==> config.mk <==
export PLATFORM = sky130hd
export DESIGN_NAME = streamcalc_driver
export DESIGN_NICKNAME = d
export VERILOG_FILES = /design/src/rtl/streamcalc_pkg.sv /design/src/rtl/streamcalc_driver_prog_buffer.sv /design/src/rtl/streamcalc_driver.sv
export SDC_FILE = /design/constraint.sdc
export NUM_CORES = 1
export LEC_CHECK = 0
export BUFFER_PORTS_ARGS = -buffer_cell sky130_fd_sc_hd__buf_4
export CAP_MARGIN = 15
export CORE_ASPECT_RATIO = 0.8
export CORE_MARGIN = 3
export CORE_UTILIZATION = 30
export CTS_CLUSTER_SIZE = 20
export DETAILED_ROUTE_END_ITERATION = 7
export GPL_TIMING_DRIVEN = 1
export PLACE_DENSITY_LB_ADDON = 0.08
export SLEW_MARGIN = 25
export SYNTH_ARGS = -nofsm -noshare
export SYNTH_HDL_FRONTEND = slang
export SYNTH_SLANG_ARGS = --single-unit
==> constraint.sdc <==
create_clock -name clk -period 5.51 [get_ports clk]
set_input_delay 0.2755 -clock clk [delete_from_list [all_inputs] [get_ports clk]]
set_output_delay 0.2755 -clock clk [all_outputs]
set_load 0.005 [all_outputs]
==> src/rtl/streamcalc_pkg.sv <==
// Shared definitions for the stream calculator and its program sequencer:
// op codes and the sequencer FSM encoding.
package streamcalc_pkg;

  localparam logic [2:0] OP_ADD  = 3'd0;
  localparam logic [2:0] OP_SUB  = 3'd1;
  localparam logic [2:0] OP_MUL  = 3'd2;
  localparam logic [2:0] OP_DIV  = 3'd3;
  localparam logic [2:0] OP_MOD  = 3'd4;
  localparam logic [2:0] OP_PUSH = 3'd5;

  typedef enum logic [2:0] {
    ST_IDLE,
    ST_CLEAR,
    ST_RUN,
    ST_SETTLE,
    ST_DONE,
    ST_ERR
  } state_t;

  // States in which the host may load, clear or start a run.
  function automatic logic is_quiescent(input state_t s);
    return (s == ST_IDLE) || (s == ST_DONE) || (s == ST_ERR);
  endfunction

endpackage

==> src/rtl/streamcalc_driver_prog_buffer.sv <==
// Token store for the sequencer: append-only write side whose pointer is the
// token count, plus an independent replay read pointer.
module prog_buffer #(
  parameter int W     = 8,
  parameter int DEPTH = 16
) (
  input  logic                     clk,
  input  logic                     rst,
  input  logic                     i_clear,
  input  logic                     i_wr_en,
  input  logic [2:0]               i_wr_op,
  input  logic [W-1:0]             i_wr_data,
  input  logic                     i_rd_rst,
  input  logic                     i_rd_inc,
  output logic [2:0]               o_rd_op,
  output logic [W-1:0]             o_rd_data,
  output logic [$clog2(DEPTH)-1:0] o_rd_ptr,
  output logic [$clog2(DEPTH):0]   o_count,
  output logic                     o_full,
  output logic                     o_empty
);
  localparam int AW = $clog2(DEPTH);

  logic [2:0]   r_op   [DEPTH];
  logic [W-1:0] r_data [DEPTH];
  logic [AW:0]  r_wr_ptr;
  logic [AW-1:0] r_rd_ptr;
  logic         w_wr;

  assign w_wr = i_wr_en & ~o_full;

  always_ff @(posedge clk) begin
    if (rst || i_clear)
      r_wr_ptr <= '0;
    else if (w_wr)
      r_wr_ptr <= r_wr_ptr + (AW+1)'(1);
  end

  always_ff @(posedge clk) begin
    if (rst || i_rd_rst)
      r_rd_ptr <= '0;
    else if (i_rd_inc)
      r_rd_ptr <= r_rd_ptr + AW'(1);
  end

  // Storage carries no reset; the write pointer alone defines valid contents.
  always_ff @(posedge clk) begin
    if (w_wr) begin
      r_op[r_wr_ptr[AW-1:0]]   <= i_wr_op;
      r_data[r_wr_ptr[AW-1:0]] <= i_wr_data;
    end
  end

  assign o_rd_op   = r_op[r_rd_ptr];
  assign o_rd_data = r_data[r_rd_ptr];
  assign o_rd_ptr  = r_rd_ptr;
  assign o_count   = r_wr_ptr;
  assign o_full    = r_wr_ptr[AW];
  assign o_empty   = (r_wr_ptr == '0);

endmodule

==> src/rtl/streamcalc_driver.sv <==
// Program sequencer for the stream calculator: replays a stored RPN token
// program into the calculator and reports its final top of stack or a fault.
module streamcalc_driver
  import streamcalc_pkg::*;
#(
  parameter int W     = 8,
  parameter int DEPTH = 16
) (
  input  logic         clk,
  input  logic         rst,
  input  logic         load_valid,
  output logic         load_ready,
  input  logic [2:0]   load_op,
  input  logic [W-1:0] load_data,
  input  logic         clear,
  input  logic         start,
  output logic         busy,
  output logic         done,
  output logic         error,
  output logic [W-1:0] result,
  output logic         calc_rst,
  output logic         calc_apply,
  output logic [2:0]   calc_op,
  output logic [W-1:0] calc_in,
  input  logic [W-1:0] calc_tail,
  input  logic         calc_empty,
  input  logic         calc_valid
);
  localparam int AW = $clog2(DEPTH);

  state_t        r_state, w_next;
  logic [W-1:0]  r_result;
  logic          w_quiet, w_load_acc, w_buf_clr, w_last;
  logic          w_rd_rst, w_rd_inc, w_apply, w_capture;
  logic [2:0]    w_rd_op;
  logic [W-1:0]  w_rd_data;
  logic [AW-1:0] w_rd_ptr;
  logic [AW:0]   w_count;
  logic          w_full, w_empty;

  assign w_quiet    = is_quiescent(r_state);
  assign load_ready = w_quiet & ~w_full & ~start & ~clear;
  assign w_load_acc = load_valid & load_ready;
  assign w_buf_clr  = w_quiet & clear;
  assign w_last     = ({1'b0, w_rd_ptr} == (w_count - (AW+1)'(1)));

  prog_buffer #(.W(W), .DEPTH(DEPTH)) u_buf (
    .clk       (clk),
    .rst       (rst),
    .i_clear   (w_buf_clr),
    .i_wr_en   (w_load_acc),
    .i_wr_op   (load_op),
    .i_wr_data (load_data),
    .i_rd_rst  (w_rd_rst),
    .i_rd_inc  (w_rd_inc),
    .o_rd_op   (w_rd_op),
    .o_rd_data (w_rd_data),
    .o_rd_ptr  (w_rd_ptr),
    .o_count   (w_count),
    .o_full    (w_full),
    .o_empty   (w_empty)
  );

  always_ff @(posedge clk) begin
    if (rst) r_state <= ST_IDLE;
    else     r_state <= w_next;
  end

  always_ff @(posedge clk) begin
    if (rst)            r_result <= '0;
    else if (w_capture) r_result <= calc_tail;
  end

  always_comb begin
    w_next    = r_state;
    w_rd_rst  = 1'b0;
    w_rd_inc  = 1'b0;
    w_apply   = 1'b0;
    w_capture = 1'b0;
    case (r_state)
      ST_IDLE, ST_DONE, ST_ERR: begin
        if (clear)                 w_next = ST_IDLE;
        else if (start && !w_empty) w_next = ST_CLEAR;
        else if (w_load_acc)       w_next = ST_IDLE;
      end
      ST_CLEAR: begin
        w_rd_rst = 1'b1;
        w_next   = ST_RUN;
      end
      ST_RUN: begin
        // calc_valid lags one token, so it is only meaningful after the first.
        if ((w_rd_ptr != '0) && !calc_valid) begin
          w_next = ST_ERR;
        end else begin
          w_apply  = 1'b1;
          w_rd_inc = 1'b1;
          if (w_last) w_next = ST_SETTLE;
        end
      end
      ST_SETTLE: begin
        if (calc_valid && !calc_empty) begin
          w_capture = 1'b1;
          w_next    = ST_DONE;
        end else begin
          w_next = ST_ERR;
        end
      end
      default: w_next = ST_IDLE;
    endcase
  end

  assign busy       = (r_state == ST_CLEAR) | (r_state == ST_RUN) | (r_state == ST_SETTLE);
  assign done       = (r_state == ST_DONE);
  assign error      = (r_state == ST_ERR);
  assign result     = r_result;
  assign calc_rst   = rst | (r_state == ST_CLEAR);
  assign calc_apply = w_apply;
  assign calc_op    = w_apply ? w_rd_op : OP_PUSH;
  assign calc_in    = w_apply ? w_rd_data : '0;

endmodule

==> summary.txt, run 1 <==
Power and ir drop
  • Clock power share: 0.403
  • Int Power: around 2300 µW
  • Net Sw Frac: 0.213
  • Cell area power density: approximately 310 nW/µm²
  • Comb pwr share: 0.022
  • Power consumption: between 2000 and 3000 µW
  • Flop pwr share: 0.575
  • Net Sw Power: 610 µW
  • Leakage: ~0.0030 µW
  • Maximum VDD drop: 0.205 mV

Worst setup path
  • Crit-path cells: buf_4 > nand2b_1 > o22ai_1 > nor3_1 > buf_4
  • CP required: 5.23 ns
  • Worst R2R Path Depth: 4
  • Buf/Inv on CP: 2
  • RR Endpoint: u_buf.r_data[5][7]
  • Critical Path Max Stage Delay: 0.85 ns
  • CP Data Arrival Time: 2.70 ns
  • CP dominant cell by count: buf_4
  • CP Capture Type: primary output
  • Slowest CP cell: dfxtp_1
  • Top delay family on crit path: flip-flops
  • Crit Path Class: flip-flop to primary output
  • R2R setup slack: 3.03 ns
  • Crit-path max FO: 14
  • R2R Path Start: r_state[2]
  • CP startpoint kind: flip-flop

Global route
  • Largest net degree at the start of global routing: 45
  • Vias in the first global route: 4342
  • First-pass GRT wire length: 28500 µm
  • GRT Total Usage: 0.141
  • Initial antenna violation count: 0
  • GRT overflow: 0

Placement
  • Port Buffers: 50
  • Post-DP Area: 8790 µm²
  • Post-DP HPWL: 11700 µm
  • GPL Wtd Cong: ~0.7

Timing
  • Max-slew violation count: 0
  • Final Skew: 0.0105 ns
  • Worst-Margin Slew: around 1.0 ns
  • RSZ-0062 raised after global routing: no
  • Relative slew slack: 0.319
  • Fin crit period: about 3 ns
  • Setup TNS: 0 ns
  • Final Hold Viols: 0
  • Fmax: ~0.34 GHz
  • Share of the clock period used by the worst path: 0.541
  • Setup violations, final: 0

Drt
  • Via count: 4102
  • DR WL/cell: 22.1 µm
  • Pre-antenna DRT Iters: 6
  • Final ANT Viol Nets: 0
  • Routed WL: 19000 µm
  • Initial drt markers: about 340
  • DRC violations left: 0
  • Avg Vias per Cell: 4.78

Yosys
  • Post-synth top area share: 0.665
  • Largest cells by area after synthesis: edfxtp_1 66%, mux4_2 12%, dfxtp_1 6.0%
  • Post-synth EDFFs: 176
  • Synth Area per Inst: ~18 µm²
  • Cell Area, Synth: 7950 µm²
  • Syn nets: 468
  • Seq/Total Area, Yosys: 0.725
  • Fraction of registers with async set/reset: 0
  • Yosys cell types: 43
  • FF+latch count, synth: 200
  • Most common flop cell mapped by yosys: edfxtp_1
  • Syn. warnings: 0
  • Syn Inst Count: 435
  • Cell taking the most area after synthesis: edfxtp_1

Flow run
  • Max-cap violation count: 0

Cells and area
  • Fraction of layout cells with a size suffix above 1: 0.304
  • Nets: between 500 and 600
  • Synth-to-Final Area Change: 17.8%
  • Post-route cell area: about 9400 µm²
  • Number of antenna repair diodes: 0

Clock network
  • CTS Hold Buffers Added: 0
  • CTS Sinks: 200
  • Clock-pin slew on the worst setup and hold paths: 0.07 ns
  • CTS Root Cell: clkbuf_16
  • Clock latency on the worst-skew pair: between 0.4 and 0.5 ns
  • CTS tree: done
  • Clock Path Buffers: 2
  • Post-CTS Resized: 0
  • Htree depth: 4
  • CTS Buf Count: 17
  • Postcts setup bufs: 0

Outcome
  • Status: finished clean

Die
  • Die W: around 190 µm
  • Die Area: 28500 µm²
  • Core footprint: 25700 µm²
  • I/O Pins: 51
  • Row cnt: 52
  • Die height: roughly 150 µm
  • Initial Utilization: 0.309

Worst hold path
  • Worst hold stages: 3
  • Hold Crit Endpoint: result[5]
  • Worst min path class: input pin to flip-flop
  • Worst hold start: calc_tail[5]
cell usage after synthesis (all sizes together), types with 2 or more instances:
| cell type | instances |
|---|---|
| edfxtp | 176 |
| mux4 | 44 |
| nor2 | 34 |
| dfxtp | 24 |
| clkbuf | 13 |
| nand2 | 12 |
| nor2b | 12 |
| nor3 | 12 |
| mux2i | 11 |
| a211oi | 10 |
| o22ai | 10 |
| buf | 9 |
| ha | 7 |
| inv | 7 |
| nand2b | 5 |
| o211ai | 5 |
| xnor2 | 5 |
| a21oi | 4 |
| nor3b | 4 |
| o21ai | 4 |
| nand3 | 3 |
| or3 | 3 |
| nand4 | 2 |
| or2 | 2 |
| xor2 | 2 |
worst max-delay path by stage:
stage	depth (start not counted)	slack (ns)	endpoint	from
3_5_place_dp	5	2.86	calc_in[6]	flip-flop
3_3_place_gp	5	2.87	calc_in[7]	flip-flop
4_1_cts	5	2.38	calc_in[6]	flip-flop
5_1_grt	6	2.36	calc_in[7]	flip-flop
2_1_floorplan	4	3.45	u_buf.r_data[15][0]	r_state[1]
6_report	5	2.53	calc_in[4]	flip-flop
routing by layer:
metal / up-vias / track usage / part of all wire
met1: 2156 / 0.196 / 0.48
li1: 1858 / - / -
met4: 0 / 0.0401 / 0.0097
met2: 75 / 0.226 / 0.48
met5: - / 0 / 0
met3: 13 / 0.0301 / 0.033
kinds of logic (layout without fill, tap and decap cells):
family / Yosys count / in the layout / share of synthesized area
XOR/XNOR: 8 / 8 / 0.0107
AND/OR/NAND/NOR: 94 / 94 / 0.0592
flip-flops: 200 / 200 / 0.725
AO/OA/AOI/OAI: 41 / 41 / 0.0376
adder cells (fa/ha/maj): 7 / 7 / 0.0110
buffers and inverters: 29 / 101 / 0.0167
multiplexers: 56 / 56 / 0.140
state kept, by name (all words and copies together) (netlist names), named ones only:
| signal | cells |
|---|---|
| r_state | 3 |
| result | 8 |
| u_buf.o_count | 5 |
| u_buf.o_rd_ptr | 4 |
| u_buf.r_data | 128 |
| u_buf.r_op | 48 |
metrics by stage:
step	hold WS, ns	worst slack, ns	utilization	instances
floorplan	0.353	3.45	-	435
global placement	0.477	2.87	0.341	825
detailed placement	0.488	2.86	0.342	825
CTS	0.0481	2.38	0.363	857
global route	0.0476	2.36	0.365	858
finish	0.0753	2.53	0.365	858
power groups by stage:
stage / clock network, µW / registers, µW / logic [µW]
after CTS: 1190 / 1650 / 64.2
after global placement: 0 / 1680 / 61.4
after global routing: 1270 / 1650 / 71.2
final: 1160 / 1650 / 63.7
after floorplan: 0 / 1680 / 22.9
after detailed placement: 0 / 1680 / 64.0
layout make-up:
class | count | area, µm²
Clock buffer | 17 | 425
Clock inverter | 15 | 116
Fill cell | 2443 | 16300
Inverter | 7 | 26.3
Multi-Input combinational cell | 206 | 2100
Sequential cell | 200 | 5770
Tap cell | 351 | 439
Timing Repair Buffer | 62 | 485
worst register-to-register path: stages (launching register included):
cell and delay, ns:
dfxtp_1 0.45, nand2b_1 0.23, and4_1 0.36, nand2_1 0.21, nor2_2 0.84
layout by cell type (no fill, tap or decap), types with 3 or more instances in the layout:
cell | synthesis | layout
clkinv_4 | 0 | 4
a21oi_1 | 4 | 4
ha_1 | 7 | 7
inv_1 | 7 | 7
o211ai_1 | 5 | 5
nor2_4 | 0 | 5
dfxtp_1 | 24 | 22
o22ai_1 | 10 | 10
a211oi_1 | 10 | 10
mux2i_1 | 11 | 11
nor3b_1 | 4 | 4
nor2b_1 | 12 | 12
nand3_1 | 3 | 3
nor2_1 | 34 | 26
xnor2_1 | 5 | 5
nor2_2 | 0 | 3
mux4_2 | 44 | 44
o21ai_0 | 4 | 4
or3_1 | 3 | 3
nand2b_1 | 5 | 5
nand2_1 | 12 | 12
clkbuf_16 | 0 | 17
buf_4 | 3 | 61
nor3_1 | 12 | 11
inv_6 | 0 | 6
edfxtp_1 | 176 | 176
Power figures use the tool's default switching activity.
==> run 2: changes to the inputs <==
==> constraint.sdc (replaced) <==
create_clock -name clk -period 2.6 [get_ports clk]
set_input_delay 0.13 -clock clk [delete_from_list [all_inputs] [get_ports clk]]
set_output_delay 0.13 -clock clk [all_outputs]
set_load 0.005 [all_outputs]
==> run 2 against run 1 <==
  * Clock skew shrank 0.00060 ns
  * Wire length grew 1.1%
  * Largest power group unchanged
  * Count of clock-buffer cells in the layout is the same
  * Sequential power grew 110%
  * Cell count grew 5.4%
==> summary.txt, run 2 (same netlist as run 1, synthesis figures left out) <==
Outcome
  • Status: finished clean

Clock network
  • Clock-pin slew on the worst setup and hold paths: 0.08 ns (about the same)
  • Clock Path Buffers: 2 (unchanged)
  • CTS Root Cell: clkbuf_16
  • Clock latency on the worst-skew pair: 0.44 ns (about the same)
  • Htree depth: 4 (unchanged)
  • CTS tree: done
  • CTS Sinks: 200 (unchanged)
  • CTS Buf Count: 17 (unchanged)

Die
  • Row cnt: 52 (unchanged)
  • Die height: 152 µm (unchanged)
  • Die Area: 28500 µm² (unchanged)
  • Initial Utilization: 0.309 (unchanged)
  • Core footprint: 25700 µm² (unchanged)
  • I/O Pins: 51 (unchanged)
  • Die W: 188 µm (unchanged)

Worst setup path
  • Crit Path Class: flip-flop to primary output
  • R2R Path Start: r_state[0]
  • Crit-path cells: nand2_1 > o22ai_1 > nor3_1 > buf_4
  • RR Endpoint: result[4]
  • CP required: 2.47 ns (-2.76 ns)
  • Top delay family on crit path: flip-flops
  • CP Capture Type: primary output
  • Buf/Inv on CP: 1 (-1)
  • Slowest CP cell: dfxtp_1
  • CP Data Arrival Time: 2.35 ns (-0.35 ns)
  • Worst R2R Path Depth: 5 (+1)
  • CP startpoint kind: flip-flop
  • Crit-path max FO: 9 (-5)
  • R2R setup slack: 0.38 ns (-2.65 ns)
  • Critical Path Max Stage Delay: 0.68 ns (-0.17 ns)

Placement
  • Post-DP HPWL: 12100 µm (+2.9%)
  • Port Buffers: 50 (unchanged)
  • Number of instances in the placed design: 844 (+2.3%)
  • GPL Wtd Cong: 0.735 (+5.0%)

Timing
  • Final Hold Viols: 0 (unchanged)
  • Setup violations, final: 0 (unchanged)
  • Share of the clock period used by the worst path: 0.955
  • Max-slew violation count: 0 (unchanged)
  • Fmax: 0.403 GHz
  • Relative slew slack: 0.613 (+0.293)
  • Worst-Margin Slew: 0.580 ns (-0.440 ns)
  • Setup TNS: 0 ns (unchanged)
  • Fin crit period: 2.48 ns
  • Final Skew: 0.00991 ns (-0.000603 ns)
  • RSZ-0062 raised after global routing: no

Global route
  • GRT overflow: 0 (unchanged)
  • Initial antenna violation count: 0 (unchanged)
  • First-pass GRT wire length: 29600 µm (+3.9%)
  • Vias in the first global route: 4659 (+7.3%)
  • Largest net degree at the start of global routing: 45 (unchanged)
  • GRT Total Usage: 0.143 (+0.00169)

Power and ir drop
  • Cell area power density: 642 nW/µm² (+110%)
  • Leakage: 0.00323 µW (+9.0%)
  • Maximum VDD drop: 0.426 mV (+110%)

Cells and area
  • Synth-to-Final Area Change: 23.3%
  • Non-Filler Instances: 904 (+5.4%)
  • Fraction of layout cells with a size suffix above 1: 0.304 (about the same)
  • Commonest cells after routing, fill and taps aside: 176 x edfxtp_1, 79 x buf_4, 44 x mux4_2
  • Max FFs per register: 128 (unchanged)
  • Area of the multi-input gates: 2060 µm² (-1.9%)
  • Commonest non-fill, non-tap cell in the layout: edfxtp_1
  • Register Area: 5770 µm² (unchanged)
  • Fillers: 2373 (-2.9%)
  • Nets: 573 (+8.7%)
  • Number of antenna repair diodes: 0 (unchanged)

Drt
  • DRC violations left: 0 (unchanged)
  • Pre-antenna DRT Iters: 4 (-2)
  • Via count: 4284 (+4.4%)
  • Avg Vias per Cell: 4.74 (-0.88%)
  • Routed WL: 19200 µm (+1.1%)
  • DR WL/cell: 21.2 µm (-4.1%)
  • Initial drt markers: 306 (-8.7%)
  • Final ANT Viol Nets: 0 (unchanged)

Worst hold path
  • Worst hold start: load_data[1]
  • Worst min path class: input pin to flip-flop
  • Worst hold stages: 1 (-2)
  • Hold Crit Endpoint: u_buf.r_data[13][1]

Flow run
  • Max-cap violation count: 0 (unchanged)
-- run 2: cell count changes in the layout (fill, tap and decap cells not counted), moves of 3 or more --
| cell | delta |
|---|---|
| buf_12 | +4 |
| nor2_4 | -5 |
| clkinv_4 | -4 |
| inv_8 | +3 |
| nor2_2 | -3 |
| nor2_1 | +8 |
| buf_4 | +18 |
| dlygate4sd3_1 | +25 |
-- run 2: area by class of cell --
cell class                      instances  area share
Sequential cell                       200       0.588
Multi-Input combinational cell        206       0.211
Timing Repair Buffer                  108      0.0942
Tap cell                              351      0.0448
Clock buffer                           17      0.0434
Clock inverter                         15      0.0159
Inverter                                7     0.00268
-- run 2: power by group --
group          switching [µW]  internal (µW)
Clock                    1280           1360
Sequential               3.55           3490
Combinational            83.6           73.4
Total                    1370           4930
-- run 2: how the worst max path moves through the flow --
stage	endpoint	cells past startpoint	start
after floorplan	u_buf.r_data[15][0]	4	r_state[1]
after global placement	calc_in[3]	6	flip-flop
after detailed placement	calc_in[3]	6	flip-flop
after CTS	calc_in[4]	4	flip-flop
after global routing	calc_in[4]	4	flip-flop
final	calc_in[4]	4	flip-flop
-- run 2: metrics by stage --
stage	power, µW	hold WS (ns)	worst slack (ns)	utilization	area (µm²)
final	6290	0.0173	0.117	0.382	9810
after global placement	3700	0.362	0.496	0.348	8950
after floorplan	3620	0.207	0.538	-	7950
after global routing	6540	0.0154	0.0563	0.382	9810
after detailed placement	3710	0.368	0.475	0.348	8950
after CTS	6370	0.00803	0.142	0.381	9800
-- run 2: timing repair --
action                                  4_1_cts  5_1_grt
pin swaps                                     0        0
hold buffers                                 25        0
endpoints found under the setup margin        1        2
endpoints found under the hold margin        87        0
resized for setup                             0        1
setup buffers                                 3        0
-- run 2: layer usage --
layer	track usage	vias to the layer above	part of all wire
met5	0	-	0
met4	0.0371	0	0.0089
met3	0.0299	12	0.032
met2	0.230	72	0.47
met1	0.198	2258	0.49
li1	-	1942	-
